`config.mk`:
```
export PLATFORM = sky130hd
export DESIGN_NAME = fdiv_monitor_flat
export DESIGN_NICKNAME = d
export VERILOG_FILES = /design/src/rtl/fdiv_if.sv /design/src/rtl/fdiv_monitor.sv /design/src/flat_wrapper.sv
export SDC_FILE = /design/constraint.sdc
export NUM_CORES = 1
export LEC_CHECK = 0
export CORE_ASPECT_RATIO = 0.8
export CORE_MARGIN = 2
export CORE_UTILIZATION = 50
export CTS_CLUSTER_DIAMETER = 40
export DETAILED_ROUTE_END_ITERATION = 10
export DONT_BUFFER_PORTS = 1
export SLEW_MARGIN = 20
export SYNTH_ARGS = -nofsm -noshare
export SYNTH_HDL_FRONTEND = slang
export SYNTH_SLANG_ARGS = --single-unit
```
`constraint.sdc`:
```
create_clock -name clk -period 6.23 [get_ports clk]
set_input_delay 0.9345 -clock clk [delete_from_list [all_inputs] [get_ports clk]]
set_output_delay 0.9345 -clock clk [all_outputs]
set_load 0.02 [all_outputs]
```
`src/rtl/fdiv_if.sv`:
```
// Bundle of signals between a divided-clock source and the fdiv_monitor.
// There is no backpressure on this bus. The monitor drives valid for
// exactly one clk cycle whenever it publishes a new
// period/high_cnt/low_cnt triple. The consumer must take the triple in
// that cycle, because the monitor never waits.
interface fdiv_if #(
  parameter int CNT_W = 8
);
  logic             div_in;
  logic [CNT_W-1:0] period;
  logic [CNT_W-1:0] high_cnt;
  logic [CNT_W-1:0] low_cnt;
  logic             valid;
  logic             err;
  logic             locked;
  logic             stuck;
  logic             state_dbg;

  modport master (
    output div_in,
    input  period, high_cnt, low_cnt, valid, err, locked, stuck, state_dbg
  );

  modport slave (
    input  div_in,
    output period, high_cnt, low_cnt, valid, err, locked, stuck, state_dbg
  );
endinterface

```
`src/rtl/fdiv_monitor.sv`:
```
// Divided-clock checker. The monitor samples div_in as data in the clk
// domain and measures the high, low and total cycle counts of each period.
// It flags a ratio mismatch, lock after LOCK_N good periods, and a stuck
// input when no rising edge arrives for TIMEOUT cycles.
module fdiv_monitor #(
  parameter int CNT_W   = 8,
  parameter int EXP_DIV = 2,
  parameter int LOCK_N  = 4,
  parameter int TIMEOUT = 32
) (
  input  logic   clk,
  input  logic   rst,
  fdiv_if.slave  bus
);
  localparam logic [0:0]       S_IDLE   = 1'b0;
  localparam logic [0:0]       S_MEAS   = 1'b1;
  localparam logic [CNT_W-1:0] CNT_MAX  = '1;
  localparam logic [CNT_W-1:0] TO_LAST  = CNT_W'(TIMEOUT - 1);
  localparam logic [CNT_W:0]   EXP_W    = (CNT_W + 1)'(EXP_DIV);
  localparam logic [3:0]       LOCK_TGT = 4'(LOCK_N);

  logic [0:0]       state_q, state_d;
  logic             d_q, d_d;
  logic [CNT_W-1:0] hc_q, hc_d, lc_q, lc_d, tcnt_q, tcnt_d;
  logic [3:0]       match_q, match_d;
  logic [CNT_W-1:0] period_q, period_d, high_q, high_d, low_q, low_d;
  logic             valid_q, valid_d, err_q, err_d;
  logic             locked_q, locked_d, stuck_q, stuck_d;
  logic             rise, timeout;
  logic [CNT_W:0]   sum;
  logic [CNT_W-1:0] sum_sat;

  // Edge detect, timeout condition and the saturated period sum.
  always_comb begin
    rise    = bus.div_in & ~d_q;
    timeout = ~rise & (tcnt_q >= TO_LAST);
    sum     = {1'b0, hc_q} + {1'b0, lc_q};
    sum_sat = sum[CNT_W] ? CNT_MAX : sum[CNT_W-1:0];
  end

  // Running high/low counters and the cycles-since-last-rise counter.
  // The rise cycle itself counts as the first high cycle.
  always_comb begin
    d_d  = bus.div_in;
    hc_d = hc_q;
    lc_d = lc_q;
    if (rise) begin
      hc_d = CNT_W'(1);
      lc_d = '0;
    end else if (bus.div_in) begin
      if (hc_q != CNT_MAX) hc_d = hc_q + 1'b1;
    end else begin
      if (lc_q != CNT_MAX) lc_d = lc_q + 1'b1;
    end
    if (rise)                 tcnt_d = '0;
    else if (tcnt_q != CNT_MAX) tcnt_d = tcnt_q + 1'b1;
    else                      tcnt_d = tcnt_q;
  end

  // Measurement FSM. A rise takes priority over a timeout in the same cycle.
  always_comb begin
    state_d  = state_q;
    match_d  = match_q;
    period_d = period_q;
    high_d   = high_q;
    low_d    = low_q;
    valid_d  = 1'b0;
    err_d    = 1'b0;
    locked_d = locked_q;
    stuck_d  = stuck_q;
    if (rise) begin
      if (state_q == S_IDLE) begin
        state_d = S_MEAS;
        stuck_d = 1'b0;
      end else begin
        high_d   = hc_q;
        low_d    = lc_q;
        period_d = sum_sat;
        valid_d  = 1'b1;
        if (sum == EXP_W) begin
          if (match_q != LOCK_TGT) match_d = match_q + 1'b1;
          if (match_d == LOCK_TGT) locked_d = 1'b1;
        end else begin
          err_d    = 1'b1;
          match_d  = '0;
          locked_d = 1'b0;
        end
      end
    end else if (timeout) begin
      stuck_d  = 1'b1;
      locked_d = 1'b0;
      match_d  = '0;
      state_d  = S_IDLE;
    end
  end

  // State register. d_q resets high so that an input already high at
  // reset release does not count as a rising edge.
  always_ff @(posedge clk) begin
    if (rst) begin
      state_q  <= S_IDLE;
      d_q      <= 1'b1;
      hc_q     <= '0;
      lc_q     <= '0;
      tcnt_q   <= '0;
      match_q  <= '0;
      period_q <= '0;
      high_q   <= '0;
      low_q    <= '0;
      valid_q  <= 1'b0;
      err_q    <= 1'b0;
      locked_q <= 1'b0;
      stuck_q  <= 1'b0;
    end else begin
      state_q  <= state_d;
      d_q      <= d_d;
      hc_q     <= hc_d;
      lc_q     <= lc_d;
      tcnt_q   <= tcnt_d;
      match_q  <= match_d;
      period_q <= period_d;
      high_q   <= high_d;
      low_q    <= low_d;
      valid_q  <= valid_d;
      err_q    <= err_d;
      locked_q <= locked_d;
      stuck_q  <= stuck_d;
    end
  end

  assign bus.period    = period_q;
  assign bus.high_cnt  = high_q;
  assign bus.low_cnt   = low_q;
  assign bus.valid     = valid_q;
  assign bus.err       = err_q;
  assign bus.locked    = locked_q;
  assign bus.stuck     = stuck_q;
  assign bus.state_dbg = state_q[0];
endmodule

```
`src/flat_wrapper.sv`:
```
// flat-port wrapper written by rule: the top's interface ports become plain ports
module fdiv_monitor_flat 
#(
  parameter int CNT_W   = 8,
  parameter int EXP_DIV = 2,
  parameter int LOCK_N  = 4,
  parameter int TIMEOUT = 32
)
  (clk, rst, bus_div_in, bus_period, bus_high_cnt, bus_low_cnt, bus_valid, bus_err, bus_locked, bus_stuck, bus_state_dbg);
  fdiv_if #(.CNT_W(CNT_W)) bus_i ();
  input  logic clk;
  input  logic rst;
  input wire logic [$bits(bus_i.div_in)-1:0] bus_div_in;
  output wire logic [$bits(bus_i.period)-1:0] bus_period;
  output wire logic [$bits(bus_i.high_cnt)-1:0] bus_high_cnt;
  output wire logic [$bits(bus_i.low_cnt)-1:0] bus_low_cnt;
  output wire logic [$bits(bus_i.valid)-1:0] bus_valid;
  output wire logic [$bits(bus_i.err)-1:0] bus_err;
  output wire logic [$bits(bus_i.locked)-1:0] bus_locked;
  output wire logic [$bits(bus_i.stuck)-1:0] bus_stuck;
  output wire logic [$bits(bus_i.state_dbg)-1:0] bus_state_dbg;
  assign bus_i.div_in = bus_div_in;
  assign bus_period = bus_i.period;
  assign bus_high_cnt = bus_i.high_cnt;
  assign bus_low_cnt = bus_i.low_cnt;
  assign bus_valid = bus_i.valid;
  assign bus_err = bus_i.err;
  assign bus_locked = bus_i.locked;
  assign bus_stuck = bus_i.stuck;
  assign bus_state_dbg = bus_i.state_dbg;
  fdiv_monitor #(.CNT_W(CNT_W), .EXP_DIV(EXP_DIV), .LOCK_N(LOCK_N), .TIMEOUT(TIMEOUT)) u_core (.clk(clk), .rst(rst), .bus(bus_i));
endmodule
```
=== Word level (Yosys, flattened, before mapping) ===
Index checks and enable logic that the tools add are counted.

* Magnitude comparators: 1
* Mux-type cells: 23
* Equal/unequal tests: 9
* Add/subtract/negate cells: 5
* Bitwise gates (word level): 6
* Reductions and logical operators: 13

{| class="wikitable"
|+ Operators with widths
! kind !! count
|-
| $mux W4 || 8
|-
| $add A8 B1 Y8 const B || 3
|-
| $ne A8 B8 Y1 const B || 3
|-
| $mux W1 || 14
|-
| $reduce_and A2 Y1 || 6
|-
| $add A8 B8 Y9 || 1
|-
| $eq A9 B2 Y1 const B || 1
|-
| $ge A8 B5 Y1 const B || 1
|-
| $mux W8 || 1
|-
| $reduce_bool A2 Y1 || 3
|-
| $add A4 B1 Y4 const B || 1
|-
| $eq A4 B3 Y1 const B || 1
|-
| $ne A4 B3 Y1 const B || 1
|-
| $not A1 Y1 || 4
|-
| $reduce_or A2 Y1 || 2
|-
| $ne A3 B3 Y1 const B || 1
|-
| $reduce_and A3 Y1 || 1
|-
| $reduce_or A3 Y1 || 1
|-
| $and A1 B1 Y1 || 2
|-
| $ne A2 B1 Y1 const B || 1
|-
| $ne A2 B2 Y1 const B || 1
|}

* Flip-flop bits (word level): 58
* Output and inout port bits: 29
* Logic and storage cells: 71
* Input bits: 3

=== Depth between registers and ports, before layout ===
Gate-level depths: netlist of the first run.

* Word-level depth: 10
* Depth in mapped cells: 9
* Depth with buffers taken out: 9

=== Worst setup path after synthesis of the first run ===
OpenSTA, ideal clock, no wires.

* Kind: register to register
* Start: register u_core.lc_q[0]
* End: register u_core.match_q[1]
* Setup time: 116 ps
* Data required time: 6114 ps
* Cell stages (with the launch flop): 10
* Data arrival time: 2316 ps
* Period minus slack after synthesis: 2432 ps
* Path buffers: 0
* Path slack: 3798 ps
* Cells stage by stage: dfxtp_1 -> ha_1 -> inv_1 -> fa_1 -> nand2b_1 -> a21oi_1 -> a221o_1 -> mux2_4 -> and4_4 -> a41o_1

* Word-level cells in the longest chain between the ends: 5

{| class="wikitable"
|+ RTL lines
! what !! RTL line !! text
|-
| start, declared || fdiv_monitor.sv:24 || <nowiki>logic [CNT_W-1:0] hc_q, hc_d, lc_q, lc_d, tcnt_q, tcnt_d;</nowiki>
|-
| start signal, assigned || fdiv_monitor.sv:118 || <nowiki>lc_q <= lc_d;</nowiki>
|-
| $add A8 B8 Y9 || fdiv_monitor.sv:37 || <nowiki>sum = {1'b0, hc_q} + {1'b0, lc_q};</nowiki>
|-
| $eq A9 B2 Y1 || fdiv_monitor.sv:80 || <nowiki>if (sum == EXP_W) begin</nowiki>
|-
| $mux W4 || fdiv_monitor.sv:80 ||
|-
| $mux W4 || fdiv_monitor.sv:72 || <nowiki>if (state_q == S_IDLE) begin</nowiki>
|-
| $mux W4 || fdiv_monitor.sv:71 || <nowiki>if (rise) begin</nowiki>
|-
| end signal, assigned || fdiv_monitor.sv:120 || <nowiki>match_q <= match_d;</nowiki>
|-
| end, declared || fdiv_monitor.sv:25 || <nowiki>logic [3:0] match_q, match_d;</nowiki>
|}

No other way between the ends. The select of a mux whose other input is x is not followed.
A chain may end at the register's enable or synchronous reset.

=== Worst setup path in the final report of the first run ===
* Start: register u_core.hc_q[0]
* End: register u_core.match_q[1]

* Word-level cells in the longest chain between the ends: 5

{| class="wikitable"
|+ RTL lines
! what !! RTL line !! text
|-
| start, declared || fdiv_monitor.sv:24 ||
|-
| start signal, assigned || fdiv_monitor.sv:103 || <nowiki>hc_q <= '0;</nowiki>
|-
| start signal, assigned || fdiv_monitor.sv:117 || <nowiki>hc_q <= hc_d;</nowiki>
|-
| $add A8 B8 Y9 || fdiv_monitor.sv:37 ||
|-
| $eq A9 B2 Y1 || fdiv_monitor.sv:80 ||
|-
| $mux W4 || fdiv_monitor.sv:80 ||
|-
| $mux W4 || fdiv_monitor.sv:72 ||
|-
| $mux W4 || fdiv_monitor.sv:71 ||
|}

No other way between the ends. The select of a mux whose other input is x is not followed.

==> results.md, run 1 <==
* Worst Clk Skew at approximately 0.0086 ns
* Kind of critical path: flop to flop
* Finish-stage setup viols at 0
* TritonCTS Sinks at 58
* Chip width at slightly below 90 um
* Core Util, Final at between 50 and 60%
* FF+latch count, synth at between 50 and 60
* Total Negative Setup Slacks at 0 ns
* Max Slew Vio Count at 0
* Maximum level of the CTS H-tree at 3
* Max Root-Sink Buffers at 2
* Fin crit share at 42.3%
* Crit end category: flop
* P&R area growth vs syn at 8.61%
* Post-CTS Resized at 0
* Yosys cell types at 46
* # rows at 23
* Final Critical Period at 2.64 ns
* Syn_nets at approximately 330
* Commonest non-fill, non-tap cell in the layout: dfxtp_1
* Antenna diodes at 0
* WL final at ~5800 um
* Routed Antenna Nets at 0
* Non-filler instance count after layout at around 380
* Die height at ~70 um
* Layout cells sized above 1 at approximately 7%
* Hold WS at 0.509 ns
* Peak supply drop at around 0.15 mV
* CP Data Arrival Time at 2.85 ns
* # nets final at approximately 330
* # hold bufs at CTS at 0
* Largest net degree at the start of global routing at 30
* Clk_lat worst skew at around 0.32 ns
* GRT Util Overall at between 20% and 30%
* Placed cell count at 367
* CTS buffer count at 9
* Die footprint at 6050 um^2
* Via count at 2179
* Vias in the first global route at slightly above 2k
* Clock transition at the registers of the reported paths at 0.06 ns
* Seq/Total Area, Yosys at 42.7%
* Status: complete, no violations
* Initial DRC count at roughly 150
* CTS tree: done
* Via density at ~5.7
* First-pass GRT wire length at approximately 10000 um
* Slew @ Worst Pin at roughly 0.9 ns
* DR DRC count at 0
* Crit path required time at roughly 6.4 ns
* Ys flop type: dfxtp_1
* Overall power at about 0.77 mW
* Initial Util at 53.1%
* Root buf cell: clkbuf_8
* Commonest non-fill, non-tap cells in the layout: 58 x dfxtp_1, 43 x nand2_1, 39 x nor2_1
* Gpl congestion at a little under 0.8
* HP Class: flop to flop
* Drt pass-1 iters at 4
* Crit path max fanout at 5
* Pwr per Cell Area at between 200 and 300 nW/um^2
* EDFF count, synth at 0
* Fmax at 379 MHz
* Filler cell count at slightly below 500
* Max-slew headroom at around two fifths
* Mapped Area at between 2000 and 3000 um^2
* IO Count at 32
* # Post-CTS Setup Buffers at 0
* Final Hold Vio Count at 0
* Wirelength per Cell at 15.2 um
* Synthesis Warnings at 0
* Remaining Overflow, GRT at 0
* Async S/R FF share, synth at 0%
* Placed wire-length estimate at 4110 um
* Max-cap violations at 0
* Mean area per synthesized cell at ~8.6 um^2
* Buffers on Ports at 0
* RSZ-0062 raised after global routing: false
* Std-Cell Core Area at a little over 5000 um^2
* Initial antenna violation count at 0
* CP startpoint kind: flop
* Leakage at approximately 1.1 nW
* Synthesized instance count at 317
## where the power goes
group | internal, mW | switching (mW) | total [mW] | leakage (nW)
Clock | 0.215 | 0.135 | 0.350 | 0.106
Sequential | 0.377 | 0.00818 | 0.385 | 0.469
Combinational | 0.0127 | 0.0203 | 0.0329 | 0.549
Total | 0.604 | 0.164 | 0.768 | 1.12
## cell type report
cell class | count | area (um^2) | share of cell area (%)
flip-flops and latches | 58 | 1160 | 39.3
well taps | 62 | 77.6 | 2.63
clock buffers | 13 | 169 | 5.72
clock inverters | 2 | 35.0 | 1.19
inverters | 10 | 37.5 | 1.27
multi-input cells | 237 | 1470 | 49.9
## path summary, 6_finish.rpt
check / slack (ns) / start / to / cells after the start
worst max-delay path: 3.59 / u_core.hc_q[0]$_SDFFE_PP0P_ / u_core.match_q[1]$_SDFFE_PP0P_ / 9
worst min register to register: 0.51 / u_core.lc_q[7]$_SDFFE_PP0P_ / u_core.bus.low_cnt[7]$_SDFFE_PP0P_ / 2
worst max register to register: 3.59 / u_core.hc_q[0]$_SDFFE_PP0P_ / u_core.match_q[1]$_SDFFE_PP0P_ / 9
worst min-delay path: 0.51 / u_core.lc_q[7]$_SDFFE_PP0P_ / u_core.bus.low_cnt[7]$_SDFFE_PP0P_ / 2
## worst max-delay path, cell delays in order (launching register included)
cell	delay, ns
dfxtp_1	0.42
ha_1	0.23
inv_1	0.07
fa_1	0.45
nand2b_1	0.16
a21oi_1	0.21
a221o_1	0.24
mux2_4	0.34
and4_4	0.19
a41o_1	0.23
## Yosys cell counts (3+ instances only)
cell | count | share of area [%]
nand2b_1 | 3 | 0.69
xor2_1 | 16 | 5.2
nand4_1 | 7 | 1.6
xnor2_1 | 7 | 2.3
and2_1 | 3 | 0.69
a21oi_1 | 31 | 5.7
nand3_1 | 13 | 2.4
a21o_1 | 3 | 0.83
clkbuf_1 | 9 | 1.2
inv_1 | 10 | 1.4
dfxtp_1 | 58 | 43
o21ai_0 | 10 | 1.8
nor3_1 | 6 | 1.1
ha_1 | 13 | 6.0
and3_1 | 4 | 0.92
and4_1 | 4 | 1.3
nor2_1 | 39 | 5.4
nand2_1 | 43 | 5.9
o21a_1 | 3 | 0.83
## metal layers
metal	vias up	track usage, %	wire [um]
met3	2	5.44	300
met4	0	6.25	28
li1	1111	-	-
met2	36	29.6	2600
met1	1030	30.1	2900
met5	-	0	0
## registers in the layout, indices dropped and copies added (netlist names)
name                  flops
u_core.bus.err            1
u_core.bus.high_cnt       8
u_core.bus.locked         1
u_core.bus.low_cnt        8
u_core.bus.period         8
u_core.bus.state_dbg      1
u_core.bus.stuck          1
u_core.bus.valid          1
u_core.d_q                1
u_core.hc_q               8
u_core.lc_q               8
u_core.match_q            4
u_core.tcnt_q             8
## cells by family after synthesis
family          share of synthesized area [%]
buf+inv                                  3.13
compound gates                           15.3
simple gates                             23.4
fa+ha+maj                                6.72
flops                                    42.7
mux                                      1.29
xor+xnor                                 7.41
## metrics by stage
stage	worst slack, ns	instance area (um^2)
detailed placement	3.52	2750
floorplan	3.80	2720
CTS	3.59	2950
global route	3.41	2950
finish	3.59	2950
global placement	3.56	2750
Note: power is estimated with default switching activity, not from simulation.
==> run 2: changes to the inputs <==
Clock period 6.23 ns to 2.51 ns, I/O delays scaled along.
==> run 2 against run 1 <==
  * Clock skew about the same
  * Clock power increased by 130%
  * First-iteration DRC count decreased by 32%
  * Non-clock buffer count increased by 17
  * Sequential share of layout area decreased by 1.5 points
  * Critical path depth unchanged
  * Fmax increased by 10%
  * Combinational power increased to 3.3 times the previous value
  * Final area increased by 4.0%
  * Die area unchanged
  * Via count increased by 1.9%
  * Register-to-register slack got worse by 3.5 ns
  * Largest cell class unchanged
==> results.md, run 2 (same netlist as run 1, synthesis figures left out) <==
* TritonCTS Sinks at between 50 and 60
* Die footprint at approximately 6000 um^2
* Fin crit share at a little over nine tenths
* Status: complete, no violations
* Initial Util at between 50% and 60%
* Initial DRC count at 99
* CP startpoint kind: flop
* First-pass GRT wire length at about 10000 um
* Max Slew Vio Count at 0
* Crit path max fanout at 4
* Hold EP: u_core.bus.low_cnt[7]$_SDFFE_PP0P_
* Initial antenna violation count at 0
* Drt pass-1 iters at 4
* Leakage at 1.20 nW
* Finished Cell Area at 3070 um^2
* Hold path cells at 1
* Clk_lat worst skew at roughly 0.34 ns
* Vias in the first global route at 2107
* Final Critical Period at between 2 and 2.5 ns
* Clock transition at the registers of the reported paths at 0.07 ns
* RSZ-0062 raised after global routing: false
* Largest net degree at the start of global routing at 30
* # hold bufs at CTS at 0
* Area after DPL at 2860 um^2
* Final setup margin at between 0.1 and 0.15 ns
* Critical R2R Launch: u_core.lc_q[0]$_SDFFE_PP0P_
* Commonest non-fill, non-tap cell in the layout: dfxtp_1
* Finish-stage setup viols at 0
* Antenna diodes at 0
* Routed Antenna Nets at 0
* CTS tree: done
* Total Negative Setup Slacks at 0 ns
* Max Root-Sink Buffers at 2
* Cells along the critical path: ha_2, inv_1, fa_2, nand2b_1, a21oi_2, a221o_1, mux2_4, and4_4, a41o_1
* Via count at between 2k and 2.5k
* Layout cells sized above 1 at between 10% and 20%
* GRT Util Overall at a little over a fifth
* # rows at 23
* CTS buffer count at 9
* # nets final at 350
* P&R area growth vs syn at 12.9%
* Setup WS pre-CTS at between 0.04 and 0.05 ns
* Worst Clk Skew at about 0.0089 ns
* Chip width at 86.4 um
* HP Class: input port to flop
* IO Count at 32
* Via density at approximately 5.6
* R2r endpoint: u_core.match_q[1]$_SDFFE_PP0P_
* DR DRC count at 0
* Final Hold Vio Count at 0
* Remaining Overflow, GRT at 0
* Crit end category: flop
* Gpl congestion at 0.838
* WL final at about 5800 um
* Reg2Reg Depth at 9
* Crit path required time at ~2.8 ns
* Buffers on Ports at 0
* Wirelength per Cell at around 15 um
* Kind of critical path: flop to flop
* Delay of the slowest critical-path stage at roughly 0.39 ns
* Die height at around 70 um
* Crit path max-delay cell type: fa_2
* CP Data Arrival Time at ~2.6 ns
* Slew @ Worst Pin at 0.755 ns
* Max-slew headroom at approximately half
* Filler cell count at roughly 490
* R2r setup slk at 0.12 ns
* Std-Cell Core Area at between 5000 and 6000 um^2
* Overall power at around 1.9 mW
* Hold Startpoint: rst
* Commonest non-fill, non-tap cells in the layout: 57 x dfxtp_1, 43 x nand2_1, 39 x nor2_1
* Maximum level of the CTS H-tree at 3
* Max-cap violations at 0
* Fmax at between 400 and 500 MHz
* Peak supply drop at between 0.4 and 0.5 mV
* Root buf cell: clkbuf_8
* Placed wire-length estimate at 4260 um
* Pwr per Cell Area at around 610 nW/um^2
-- run 2: area by class of cell --
cell class,count,area (um^2),share of cell area (%)
inverters,10,37.5,1.22
repair buffers,17,128,4.16
clock inverters,5,56.3,1.83
well taps,62,77.6,2.53
multi-input cells,237,1480,48.2
clock buffers,10,128,4.16
flip-flops and latches,58,1160,37.9
-- run 2: what timing repair did --
| item | 4_1_cts | 5_1_grt |
|---|---|---|
| setup buffers | 0 | 2 |
| setup endpoints to repair | 0 | 6 |
| gates resized for setup | 0 | 4 |
-- run 2: worst max-delay path by stage --
stage | startpoint | endpoint | slack (ns) | cells past startpoint
floorplan | u_core.lc_q[0]$_SDFFE_PP0P_ | u_core.match_q[1]$_SDFFE_PP0P_ | 0.08 | 9
global placement | u_core.lc_q[0]$_SDFFE_PP0P_ | u_core.match_q[1]$_SDFFE_PP0P_ | 0.06 | 9
detailed placement | u_core.lc_q[0]$_SDFFE_PP0P_ | u_core.match_q[1]$_SDFFE_PP0P_ | 0.04 | 9
CTS | u_core.lc_q[0]$_SDFFE_PP0P_ | u_core.match_q[1]$_SDFFE_PP0P_ | 0.0002 | 9
global route | u_core.lc_q[0]$_SDFFE_PP0P_ | u_core.match_q[1]$_SDFFE_PP0P_ | 0.002 | 9
finish | u_core.lc_q[0]$_SDFFE_PP0P_ | u_core.match_q[1]$_SDFFE_PP0P_ | 0.12 | 9
-- run 2: per-stage QoR --
step                      hold slack [ns]  util [%]  cells
after floorplan                     0.468         -    317
after global placement              0.449      55.9    382
after detailed placement            0.451      55.9    382
after CTS                          0.0795      59.5    397
after global routing               0.0732      59.9    399
final                              0.0954      59.9    399
-- run 2: critical path, delay by kind of cell, from the launching register on --
kind            cells  cell delay [ns]
compound gates      3             0.63
fa+ha+maj           2             0.58
simple gates        2             0.35
flops               1             0.33
mux                 1             0.33
buf+inv             1             0.07
-- run 2: routing by layer --
layer	vias to the layer above	global-route usage (%)	share of wire, %
li1	1140	-	-
met1	1030	29.0	50
met2	41	31.7	44
met3	9	6.74	4.6
met4	0	6.77	1.3
met5	-	0	0
-- run 2: power by group --
group	leakage, nW	switching (mW)	total, mW	internal, mW
sequential	0.469	0.0136	0.948	0.935
clock	0.0921	0.359	0.809	0.450
combinational	0.635	0.0612	0.108	0.0466
==> run 3: changes to the inputs <==
Settings changed: HOLD_SLACK_MARGIN set to 0.15.
==> run 3 against run 2 <==
  * Via count hardly changed
  * Hold slack better by 0.10 ns
  * Wire length rose by 1.0%
  * Combinational power grew 6%
  * Final area grew 0.33%
  * Flip-flop and latch count unchanged
  * Fmax about the same
  * Worst setup slack improved by 0.0023 ns
  * Global-route usage is 0.25 points higher
  * Utilization is 0.20 points higher
  * Critical path type unchanged
  * Largest power group unchanged
  * Highest routed layer unchanged
==> results.md, run 3 (same netlist as run 1, synthesis figures left out) <==
* Root buf cell: clkbuf_8
* CP startpoint kind: flop
* Initial Util at between 50% and 60%
* HP Class: input port to flop
* Max Root-Sink Buffers at 2
* Sw Share at between 20% and 30%
* Remaining Overflow, GRT at 0
* Maximum level of the CTS H-tree at 3
* CTS tree: done
* Wirelength per Cell at about 15 um
* Critical R2R Launch: u_core.lc_q[0]$_SDFFE_PP0P_
* Peak supply drop at approximately 0.42 mV
* # nets final at about 350
* DR DRC count at 0
* Power Internal at around 1.4 mW
* GRT Util Overall at a little over a fifth
* Gpl congestion at between 0.8 and 0.9
* Hold Startpoint: bus_div_in
* WL final at approximately 6000 um
* Setup WS pre-CTS at about 0.042 ns
* Vias in the first global route at 2105
* First-pass GRT wire length at between 10000 and 15000 um
* Die height at ~70 um
* Crit path required time at between 2 and 3 ns
* Kind of critical path: flop to flop
* Clock transition at the registers of the reported paths at ~0.06 ns
* Core Util, Final at 60.1%
* Total Negative Setup Slacks at 0 ns
* Fin crit share at between 90% and 100%
* Clk_lat worst skew at roughly 0.34 ns
* Buffers on Ports at 0
* Crit end category: flop
* Drt pass-1 iters at 4
* Antenna diodes at 0
* Final Critical Period at approximately 2.4 ns
* Layout cells sized above 1 at between 10% and 20%
* P&R area growth vs syn at 13.3%
* Final setup margin at between 0.1 and 0.15 ns
* Largest net degree at the start of global routing at 24
* Pwr per Cell Area at around 610 nW/um^2
* Initial antenna violation count at 0
* Commonest non-fill, non-tap cells in the layout: 57 x dfxtp_1, 43 x nand2_1, 39 x nor2_1
* Switch Pwr at around 0.44 mW
* Comb power frac at ~6%
* Overall power at roughly 1.9 mW
* Placed cell count at approximately 380
* Fmax at between 400 and 500 MHz
* Status: complete, no violations
* Via density at 5.56
* CTS buffer count at 9
* RSZ-0062 raised after global routing: false
* Routed Antenna Nets at 0
* CP startpoint: u_core.lc_q[0]$_SDFFE_PP0P_
* Chip width at ~86 um
* # rows at 23
* IO Count at 32
* TritonCTS Sinks at 58
* Worst Clk Skew at between 0.009 and 0.01 ns
* Crit path max fanout at 4
* Slew @ Worst Pin at 0.918 ns
* Initial DRC count at around 110
* Leakage at approximately 1.2 nW
* Finish-stage setup viols at 0
* Die footprint at between 6000 and 7000 um^2
* Max-cap violations at 0
* Sequential power share at 50.6%
* Max Slew Vio Count at 0
* Std-Cell Core Area at 5120 um^2
* Final Hold Vio Count at 0
* Commonest non-fill, non-tap cell in the layout: dfxtp_1
* CP Data Arrival Time at 2.62 ns
* Max-slew headroom at between 30% and 40%
* Via count at between 2k and 2.5k
* Placed wire-length estimate at 4260 um
* Non-filler instance count after layout at 400
* Clock power share at between 40 and 50%
## run 3: final timing paths
kind	end	slack (ns)	cells past startpoint
setup reg to reg	u_core.match_q[1]$_SDFFE_PP0P_	0.13	9
setup / recovery	u_core.match_q[1]$_SDFFE_PP0P_	0.13	9
hold reg to reg	u_core.bus.low_cnt[5]$_SDFFE_PP0P_	0.51	2
hold / removal	u_core.d_q$_SDFF_PP1_	0.20	2
## run 3: repair_timing
action	CTS	global route
endpoints found under the hold margin	23	0
resized for setup	0	4
endpoints found under the setup margin	0	6
setup buffers	0	2
hold buffers	1	0
## run 3: power by group through the flow
| stage | sequential, mW | combinational (mW) | clock [mW] |
|---|---|---|---|
| floorplan | 0.971 | 0.0708 | 0 |
| global placement | 0.968 | 0.105 | 0 |
| detailed placement | 0.968 | 0.105 | 0 |
| CTS | 0.947 | 0.113 | 0.839 |
| global route | 0.950 | 0.129 | 0.876 |
| finish | 0.948 | 0.115 | 0.811 |
## run 3: cell type report
| cell class | count | area [um^2] |
|---|---|---|
| multi-input cells | 237 | 1480 |
| well taps | 62 | 77.6 |
| inverters | 10 | 37.5 |
| repair buffers | 18 | 138 |
| flip-flops and latches | 58 | 1160 |
| clock buffers | 10 | 128 |
| fillers | 482 | 2040 |
| clock inverters | 5 | 56.3 |
## run 3: through the flow
stage                     cell area, um^2  hold slack [ns]
final                                3080            0.197
after global routing                 3080            0.199
after CTS                            3060            0.182
after detailed placement             2860            0.451
after global placement               2860            0.449
after floorplan                      2720            0.468
## run 3: critical path, cell delays in order (launching register included)
cell and delay (ns):
dfxtp_1 0.33, ha_2 0.19, inv_1 0.07, fa_2 0.39, nand2b_1 0.16, a21oi_2 0.17
a221o_1 0.22, mux2_4 0.33, and4_4 0.19, a41o_1 0.23
## run 3: layer usage
metal | share of wire (%) | GRT usage [%] | up-vias | routed length [um]
met5 | 0 | 0 | - | 0
met4 | 1.3 | 6.77 | 0 | 75
met1 | 50 | 29.5 | 1033 | 2920
met2 | 44 | 32.0 | 39 | 2570
li1 | - | - | 1141 | -
met3 | 4.7 | 6.74 | 9 | 274
